===== src/rtl/sync_ctrl_pkg.sv =====
// rtl/sync_ctrl_pkg.sv - shared types and default constants for the stream sync lock supervisor
package sync_ctrl_pkg;

    localparam int         WINDOW_SZ = 16;
    localparam int         OUT_SZ    = 8;
    localparam logic [7:0] PATTERN   = 8'hE8;

    typedef enum logic [2:0] {
        HUNT,
        CONFIRM,
        LOCKED,
        FLYWHEEL,
        RESYNC
    } lock_state_t;

    function automatic logic is_locked(input lock_state_t s);
        return (s == LOCKED) || (s == FLYWHEEL);
    endfunction

endpackage


===== src/rtl/frame_watchdog.sv =====
// rtl/frame_watchdog.sv - frame-gap watchdog; tmo when LIMIT cycles pass with no clear
module frame_watchdog #(
    parameter int LIMIT = 18
) (
    input  logic clk,
    input  logic reset,
    input  logic clr,
    input  logic run,
    output logic tmo
);

    localparam int             W    = (LIMIT > 1) ? $clog2(LIMIT) : 1;
    localparam logic [W-1:0]   LAST = W'(LIMIT - 1);

    logic [W-1:0] wd_q, wd_d;

    // Held at zero while not running so a frozen state can never time out.
    assign tmo = run && (wd_q == LAST);

    always_comb begin
        wd_d = wd_q + W'(1);
        if (!run || clr || tmo) begin
            wd_d = '0;
        end
    end

    always_ff @(posedge clk or posedge reset) begin
        if (reset) begin
            wd_q <= '0;
        end else begin
            wd_q <= wd_d;
        end
    end

endmodule


===== src/rtl/stream_sync_lock_ctrl.sv =====
// rtl/stream_sync_lock_ctrl.sv - hunt/confirm/lock/flywheel supervisor and byte forwarder for Stream_syncer
// Optional stat_frames/stat_losses counters under macro SYNC_LOCK_STATS_EN.
module stream_sync_lock_ctrl #(
    parameter int WINDOW_SZ  = sync_ctrl_pkg::WINDOW_SZ,
    parameter int OUT_SZ     = sync_ctrl_pkg::OUT_SZ,
    parameter int SLACK      = 2,
    parameter int LOCK_CNT   = 3,
    parameter int LOSS_CNT   = 2,
    parameter int RST_CYCLES = 2
) (
    input  logic              clk,
    input  logic              reset,
    input  logic [OUT_SZ-1:0] sy_data,
    input  logic              sy_valid,
    input  logic              sy_in_frame,
    output logic              syncer_rst,
    output logic [OUT_SZ-1:0] out_data,
    output logic              out_valid,
    output logic              locked,
    output logic              lock_lost
`ifdef SYNC_LOCK_STATS_EN
    ,
    output logic [15:0]       stat_frames,
    output logic [15:0]       stat_losses
`endif
);

    import sync_ctrl_pkg::*;

    localparam int            GW        = $clog2(LOCK_CNT + 1);
    localparam int            MW        = $clog2(LOSS_CNT + 1);
    localparam int            RW        = $clog2(RST_CYCLES + 1);
    localparam logic [GW-1:0] GOOD_LAST = GW'(LOCK_CNT);
    localparam logic [MW-1:0] MISS_LAST = MW'(LOSS_CNT);
    localparam logic [RW-1:0] RST_LAST  = RW'(RST_CYCLES - 1);

    lock_state_t       state_q, state_d;
    logic [GW-1:0]     good_cnt_q, good_cnt_d;
    logic [MW-1:0]     miss_cnt_q, miss_cnt_d;
    logic [RW-1:0]     rst_cnt_q, rst_cnt_d;
    logic [OUT_SZ-1:0] out_data_q;
    logic              out_valid_q, locked_q, lock_lost_q, lock_lost_d, syncer_rst_q;
    logic              good, tmo, fwd;

    assign good = sy_valid & sy_in_frame;
    assign fwd  = good & is_locked(state_q);

    frame_watchdog #(
        .LIMIT(WINDOW_SZ + SLACK)
    ) u_wd (
        .clk  (clk),
        .reset(reset),
        .clr  (good || (state_d != state_q)),
        .run  ((state_q != HUNT) && (state_q != RESYNC)),
        .tmo  (tmo)
    );

    // good is always tested ahead of tmo, so a coincident timeout is discarded.
    always_comb begin
        state_d     = state_q;
        good_cnt_d  = good_cnt_q;
        miss_cnt_d  = miss_cnt_q;
        rst_cnt_d   = '0;
        lock_lost_d = 1'b0;
        case (state_q)
            HUNT: begin
                if (good) begin
                    good_cnt_d = GW'(1);
                    state_d    = (LOCK_CNT == 1) ? LOCKED : CONFIRM;
                end
            end
            CONFIRM: begin
                if (good) begin
                    if (good_cnt_q >= GOOD_LAST - GW'(1)) begin
                        good_cnt_d = GOOD_LAST;
                        state_d    = LOCKED;
                    end else begin
                        good_cnt_d = good_cnt_q + GW'(1);
                    end
                end else if (tmo) begin
                    state_d = RESYNC;
                end
            end
            LOCKED: begin
                if (!good && tmo) begin
                    miss_cnt_d = MW'(1);
                    state_d    = FLYWHEEL;
                end
            end
            FLYWHEEL: begin
                if (good) begin
                    miss_cnt_d = '0;
                    state_d    = LOCKED;
                end else if (tmo) begin
                    if (miss_cnt_q >= MISS_LAST - MW'(1)) begin
                        miss_cnt_d  = MISS_LAST;
                        lock_lost_d = 1'b1;
                        state_d     = RESYNC;
                    end else begin
                        miss_cnt_d = miss_cnt_q + MW'(1);
                    end
                end
            end
            RESYNC: begin
                good_cnt_d = '0;
                miss_cnt_d = '0;
                if (rst_cnt_q >= RST_LAST) begin
                    state_d = HUNT;
                end else begin
                    rst_cnt_d = rst_cnt_q + RW'(1);
                end
            end
            default: state_d = HUNT;
        endcase
    end

    always_ff @(posedge clk or posedge reset) begin
        if (reset) begin
            state_q      <= HUNT;
            good_cnt_q   <= '0;
            miss_cnt_q   <= '0;
            rst_cnt_q    <= '0;
            out_data_q   <= '0;
            out_valid_q  <= 1'b0;
            locked_q     <= 1'b0;
            lock_lost_q  <= 1'b0;
            syncer_rst_q <= 1'b0;
        end else begin
            state_q      <= state_d;
            good_cnt_q   <= good_cnt_d;
            miss_cnt_q   <= miss_cnt_d;
            rst_cnt_q    <= rst_cnt_d;
            out_valid_q  <= fwd;
            locked_q     <= is_locked(state_d);
            lock_lost_q  <= lock_lost_d;
            syncer_rst_q <= (state_d == RESYNC);
            if (fwd) begin
                out_data_q <= sy_data;
            end
        end
    end

    assign syncer_rst = syncer_rst_q;
    assign out_data   = out_data_q;
    assign out_valid  = out_valid_q;
    assign locked     = locked_q;
    assign lock_lost  = lock_lost_q;

`ifdef SYNC_LOCK_STATS_EN
    logic [15:0] stat_frames_q, stat_losses_q;

    always_ff @(posedge clk or posedge reset) begin
        if (reset) begin
            stat_frames_q <= '0;
            stat_losses_q <= '0;
        end else begin
            if (fwd && (stat_frames_q != 16'hFFFF)) begin
                stat_frames_q <= stat_frames_q + 16'd1;
            end
            if (lock_lost_d && (stat_losses_q != 16'hFFFF)) begin
                stat_losses_q <= stat_losses_q + 16'd1;
            end
        end
    end

    assign stat_frames = stat_frames_q;
    assign stat_losses = stat_losses_q;
`endif

endmodule


===== config.mk =====
export PLATFORM = sky130hd
export DESIGN_NAME = stream_sync_lock_ctrl
export DESIGN_NICKNAME = d
export VERILOG_FILES = /design/src/rtl/sync_ctrl_pkg.sv /design/src/rtl/frame_watchdog.sv /design/src/rtl/stream_sync_lock_ctrl.sv
export SDC_FILE = /design/constraint.sdc
export NUM_CORES = 1
export LEC_CHECK = 0
export BUFFER_PORTS_ARGS = -buffer_cell sky130_fd_sc_hd__buf_2
export CAP_MARGIN = 20
export CORE_ASPECT_RATIO = 1.25
export CORE_MARGIN = 5
export CORE_UTILIZATION = 38
export DETAILED_ROUTE_END_ITERATION = 8
export GPL_TIMING_DRIVEN = 0
export SYNTH_ARGS = -nofsm -noshare
export SYNTH_HDL_FRONTEND = slang
export SYNTH_SLANG_ARGS = --single-unit

===== constraint.sdc =====
create_clock -name clk -period 2 [get_ports clk]
set_input_delay 0.4 -clock clk [delete_from_list [all_inputs] [get_ports clk]]
set_output_delay 0.4 -clock clk [all_outputs]
set_load 0.01 [all_outputs]

=== Yosys cells after proc, flatten, opt, wreduce, memory -nomap -nowiden ===
Cells that the tools add are included.

* Flip-flop bits (word level): 26
* Word-level logic and storage cells: 75

* Eq/ne operators: 14
* Add/sub/neg operators: 4
* $lt $le $gt $ge: 3
* Muxes and demuxes: 26
* Bitwise logic cells: 2
* Reductions and logical operators: 16

{| class="wikitable"
|+ Operator list
! kind !! count
|-
| two-way mux 3 bit || 9
|-
| two-way mux 2 bit || 9
|-
| case mux 3 bit (5 select lines) || 1
|-
| == test 3 x 2 -> 1 bit, second input constant || 4
|-
| case mux 2 bit (3 select lines) || 2
|-
| nonzero test 3 bit || 3
|-
| adder 2 x 1 -> 2 bit, second input constant || 3
|-
| == test 3 bit, second input constant || 2
|-
| inequality test 3 bit, second input constant || 2
|-
| AND reduction 3 bit || 2
|-
| adder 5 x 1 -> 5 bit, second input constant || 1
|-
| == test 5 bit, second input constant || 1
|-
| logical OR 1 bit || 5
|-
| two-way mux 5 bit || 1
|-
| >= comparator 2 x 1 -> 1 bit, second input constant || 2
|-
| two-way mux 1 bit || 4
|-
| inequality test 2 bit, second input constant || 2
|-
| == test 3 x 1 -> 1 bit, second input constant || 1
|-
| logical AND 1 bit || 3
|-
| zero test 3 bit || 1
|-
| inequality test 3 bit || 1
|-
| bitwise AND 1 bit || 2
|-
| >= comparator 2 bit, second input constant || 1
|-
| zero test 1 bit || 2
|-
| inequality test 2 x 1 -> 1 bit, second input constant || 1
|}

=== Logic depth before layout (Yosys ltp) ===
* Depth after elaboration: 11
* Mapped depth: 7
* Mapped depth without buffers: 6

=== Modules after synthesis ===
A second synthesis with hierarchy kept.

* Cells, all modules: 110
* Area, all modules: 1285.0 µm²

{| class="wikitable"
|+ Modules (own cells, without submodules)
! module !! seq. area each (µm²) !! times used !! area each (µm²) !! cells an instance
|-
| stream_sync_lock_ctrl || 525.5 || 1 || 1043.5 || 87
|-
| frame_watchdog || 125.1 || 1 || 241.5 || 23
|}

=== Worst setup path before layout ===
OpenSTA, ideal clock, no wires.

* Kind: flip-flop to flip-flop
* Start: register u_wd.wd_q[0]
* End: register u_wd.wd_q[2]
* Cell stages (with the launch flop): 6
* Clock period less this slack: 1.508 ns
* Data required time: 1.928 ns
* Buffers on the path: 1
* Slack: 0.492 ns
* Arrival: 1.436 ns
* Cell sequence: dfrtp_1 ha_1 nor4bb_1 buf_4 or4_4 nor2_1

* Longest elaborated chain between the ends: 10
* Elaborated cells on any way between the ends: 15
* Those cells by class: add/sub: 1; eq/ne: 2; mux: 7; reduce/logical: 5

{| class="wikitable"
|+ Ends and longest elaborated chain
! what !! line !! text
|-
| from (decl) || frame_watchdog.sv:15 || <nowiki>logic [W-1:0] wd_q, wd_d;</nowiki>
|-
| from (signal assigned) || frame_watchdog.sv:31 || <nowiki>wd_q <= wd_d;</nowiki>
|-
| == test 5 bit || frame_watchdog.sv:18 || <nowiki>assign tmo = run && (wd_q == LAST);</nowiki>
|-
| logical AND 1 bit || frame_watchdog.sv:18 ||
|-
| two-way mux 3 bit (tied with other cells) || stream_sync_lock_ctrl.sv:94 || <nowiki>end else if (tmo) begin</nowiki>
|-
| two-way mux 3 bit, on equally long branches || stream_sync_lock_ctrl.sv:91, stream_sync_lock_ctrl.sv:73, stream_sync_lock_ctrl.sv:85 ||
|-
| case mux 3 bit (5 select lines) || stream_sync_lock_ctrl.sv:65 || <nowiki>case (state_q)</nowiki>
|-
| inequality test 3 bit || stream_sync_lock_ctrl.sv:53 || <nowiki>.clr (good || (state_d != state_q)),</nowiki>
|-
| logical OR 1 bit || stream_sync_lock_ctrl.sv:53 ||
|-
| logical OR 1 bit (2 in a row) || frame_watchdog.sv:22 || <nowiki>if (!run || clr || tmo) begin</nowiki>
|-
| two-way mux 5 bit (*) || frame_watchdog.sv:22 ||
|-
| net u_wd.wd_d[2] || frame_watchdog.sv:15 ||
|}

The timed path passes the listed nets; every way through them passes the cells marked *.
A chain may end at the register's enable or synchronous reset.

=== Worst setup path after layout ===
* Start: register u_wd.wd_q[0]
* End: register u_wd.wd_q[3]

The elaborated chain is that of the path after synthesis.

==> impl_results.md <==
- Status: completed
- Post-Place Cells: 170
- Crit path arrival time: 1.89 ns
- Min-Delay Path Class: in -> reg
- Post-layout min period: 1.65 ns
- Initial DRC count: 35
- Commonest non-fill, non-tap cell in the layout: dfrtp_1
- Die Span Y: 72.8 um
- Pin slew with the least headroom to its limit: 0.447 ns
- Num CTS Buffers: 3
- Sequential-to-total area share from yosys stat: 54.3%
- Post-CTS Setup Bufs: 0
- Fin. max-slew vios: 0
- CP max FO: 8
- Post-route ant nets: 0
- DR DRC count: 0
- Worst path buffer plus inverter count: 1
- Slew HR: 70.2%
- Worst-skew pair later-pin latency: 0.31 ns
- Hold Crit Depth: 2
- Final Cycle Share: 82.4%
- H-tree Lvls: 1
- DRT Pass-1 Iters: 4
- Nets: 157
- Setup-failing EPs final: 0
- Final Wtd Congestion: 0.807
- Total Routing Usage GR: 11.5%
- Leak: 0.672 nW
- Detailed-route via count: 911
- Commonest non-fill, non-tap cells in the layout: dfrtp_1, buf_2, nor2_1
- Avg Inst Size Synth: 10.8 um2
- Top Family by Delay on Critical Path: simple AND/OR/NAND/NOR gates
- Vias per inst: 5.21
- Clock Tree Buf Depth: 2
- Setup crit start kind: flop
- Crit end category: flop
- Site Rows: 22
- CTS clock-pin slew for the worst setup and hold paths: 0.12 ns
- DR WL/cell: 13.5 um
- Cells along the critical path: ha_1, nor4bb_1, buf_4, or4_4, nor2_1
- Worst vdd ir: 402 uV
- Hold buffer count at cts: 0
- Cell Area, Synth: 0.00120 mm2
- Total negative slack for setup checks: 0 ns
- Kind of critical path: reg -> reg
- R2R depth: 5
- Detailed Place HPWL: 1760 um
- Critical Path RT: 2.24 ns
- Total Power: 1.10 mW
- Synthesized Nets: 127
- # IOs: 24
- Hold Crit Endpoint: out_data[2]
- Die ar.: 0.00438 mm2
- Cell Pwr Density: 773 mW/mm2
- CP max stage delay: 0.52 ns
- Achievable Freq: 607 MHz
- Area growth syn-to-layout: 18.4%
- Die width: 60.2 um
- FF-to-FF End: u_wd.wd_q[3]
- Setup Skew: 0.00236 ns
- Hold Violations, Final: 0
- TritonCTS clock tree: done
- Port Buffers: 23
- Root buf cell: clkbuf_4
- Num Clock Sinks: 26
- Initial cell density of the core: 39.9%
- Global route overflow: 0
- Placeable Area: 0.00300 mm2
- Slowest-stage cell, CP: or4_4
- CTS-repair resized insts: 0
- RSZ-0062 raised after global routing: no
- Post-synthesis cell count: 111
- Initial antenna violation count: 0
- Layout cell share with drive strength beyond 1: 28.8%
- Ant diodes: 0
- Vias in the first global route: 889
- FF-to-FF Start: u_wd.wd_q[0]
- Hold Startpoint: sy_data[2]
- Flops & latches, synth: 26
- Post-route insts no fill: 175
- Routed WL: 2360 um
- Yosys warns: 0
- First-pass GRT wire length: 3900 um
- Unique masters post-synth: 32
- Largest net degree at the start of global routing: 27
- R2R Setup Slk: 0.35 ns
- Max-Cap Viols: 0
==> through the flow <==
stage / hold WS, ns / area [um2] / setup WS [ns] / util [%]
6_report: 0.313 / 1420 / 0.353 / 47.3
3_5_place_dp: 0.477 / 1360 / 0.376 / 45.3
5_1_grt: 0.291 / 1420 / 0.171 / 47.3
4_1_cts: 0.303 / 1380 / 0.354 / 46.0
2_1_floorplan: 0.440 / 1200 / 0.492 / -
3_3_place_gp: 0.470 / 1360 / 0.411 / 45.3
==> registers in the layout, indices dropped and copies added (netlist names) <==
register	flops
state_q	3
out_data	8
u_wd.wd_q	5
out_valid	1
locked	1
miss_cnt_q	2
lock_lost	1
good_cnt_q	2
syncer_rst	1
rst_cnt_q	2
==> report_power, final <==
group	switching (mW)	internal, mW
clock	0.137	0.0704
sequential	0.0663	0.604
combinational	0.107	0.112
total	0.310	0.786
==> how the worst max path moves through the flow <==
stage	startpoint	end	slack, ns	cells after the start
detailed placement	sy_valid	out_data[7]	0.38	4
finish	u_wd.wd_q[0]	u_wd.wd_q[3]	0.35	5
CTS	u_wd.wd_q[0]	u_wd.wd_q[3]	0.35	5
global placement	sy_valid	out_data[0]	0.41	4
floorplan	u_wd.wd_q[0]	u_wd.wd_q[2]	0.49	5
global route	u_wd.wd_q[1]	miss_cnt_q[0]	0.17	7
==> synth_stat cells, drive strengths merged <==
| cell | n | area share, % |
|---|---|---|
| a211oi | 2 | 1.3 |
| a21boi | 1 | 0.63 |
| a21o | 2 | 1.4 |
| a21oi | 5 | 2.1 |
| a221oi | 1 | 1.3 |
| a31oi | 1 | 0.52 |
| and2 | 1 | 0.52 |
| and3 | 1 | 0.52 |
| and3b | 1 | 0.73 |
| buf | 2 | 1.3 |
| clkbuf | 2 | 0.63 |
| dfrtp | 26 | 54 |
| ha | 4 | 4.2 |
| inv | 8 | 2.5 |
| mux2 | 8 | 7.5 |
| nand2 | 8 | 2.5 |
| nand2b | 3 | 1.6 |
| nand3 | 4 | 1.7 |
| nand4 | 1 | 0.52 |
| nor2 | 11 | 3.4 |
| nor2b | 1 | 0.52 |
| nor3 | 2 | 0.84 |
| nor4bb | 1 | 0.84 |
| o2111ai | 1 | 0.73 |
| o211ai | 1 | 0.63 |
| o21ai | 7 | 2.9 |
| o221ai | 1 | 0.73 |
| o311ai | 1 | 0.73 |
| or4 | 1 | 0.94 |
| xnor2 | 1 | 0.73 |
| xor2 | 2 | 1.5 |
==> cells by family (layout without fill, tap and decap cells) <==
family	after synthesis	in the layout	share of synthesized area, %
XOR/XNOR	3	3	2.19
AO/OA/AOI/OAI	23	23	12.8
AND/OR/NAND/NOR	35	35	14.6
buffers and inverters	12	40	4.38
flip-flops	26	26	54.3
multiplexers	8	8	7.52
adder cells (fa/ha/maj)	4	4	4.18
==> cell type report <==
| cell class | count | area, um2 |
|---|---|---|
| fillers | 292 | 1580 |
| flip-flops and latches | 26 | 651 |
| multi-input cells | 73 | 495 |
| repair buffers | 25 | 153 |
| well taps | 36 | 45.0 |
| inverters | 8 | 30.0 |
| clock buffers | 3 | 22.5 |
| plain buffers | 4 | 22.5 |
==> routing by layer <==
metal / vias up / GRT usage [%] / routed length, um
li1: 441 / - / -
met1: 433 / 14.2 / 960
met2: 33 / 19.8 / 1230
met3: 4 / 2.48 / 131
met4: 0 / 3.20 / 44
met5: - / 0 / 0
No activity file was read; power rests on OpenSTA's default activity.
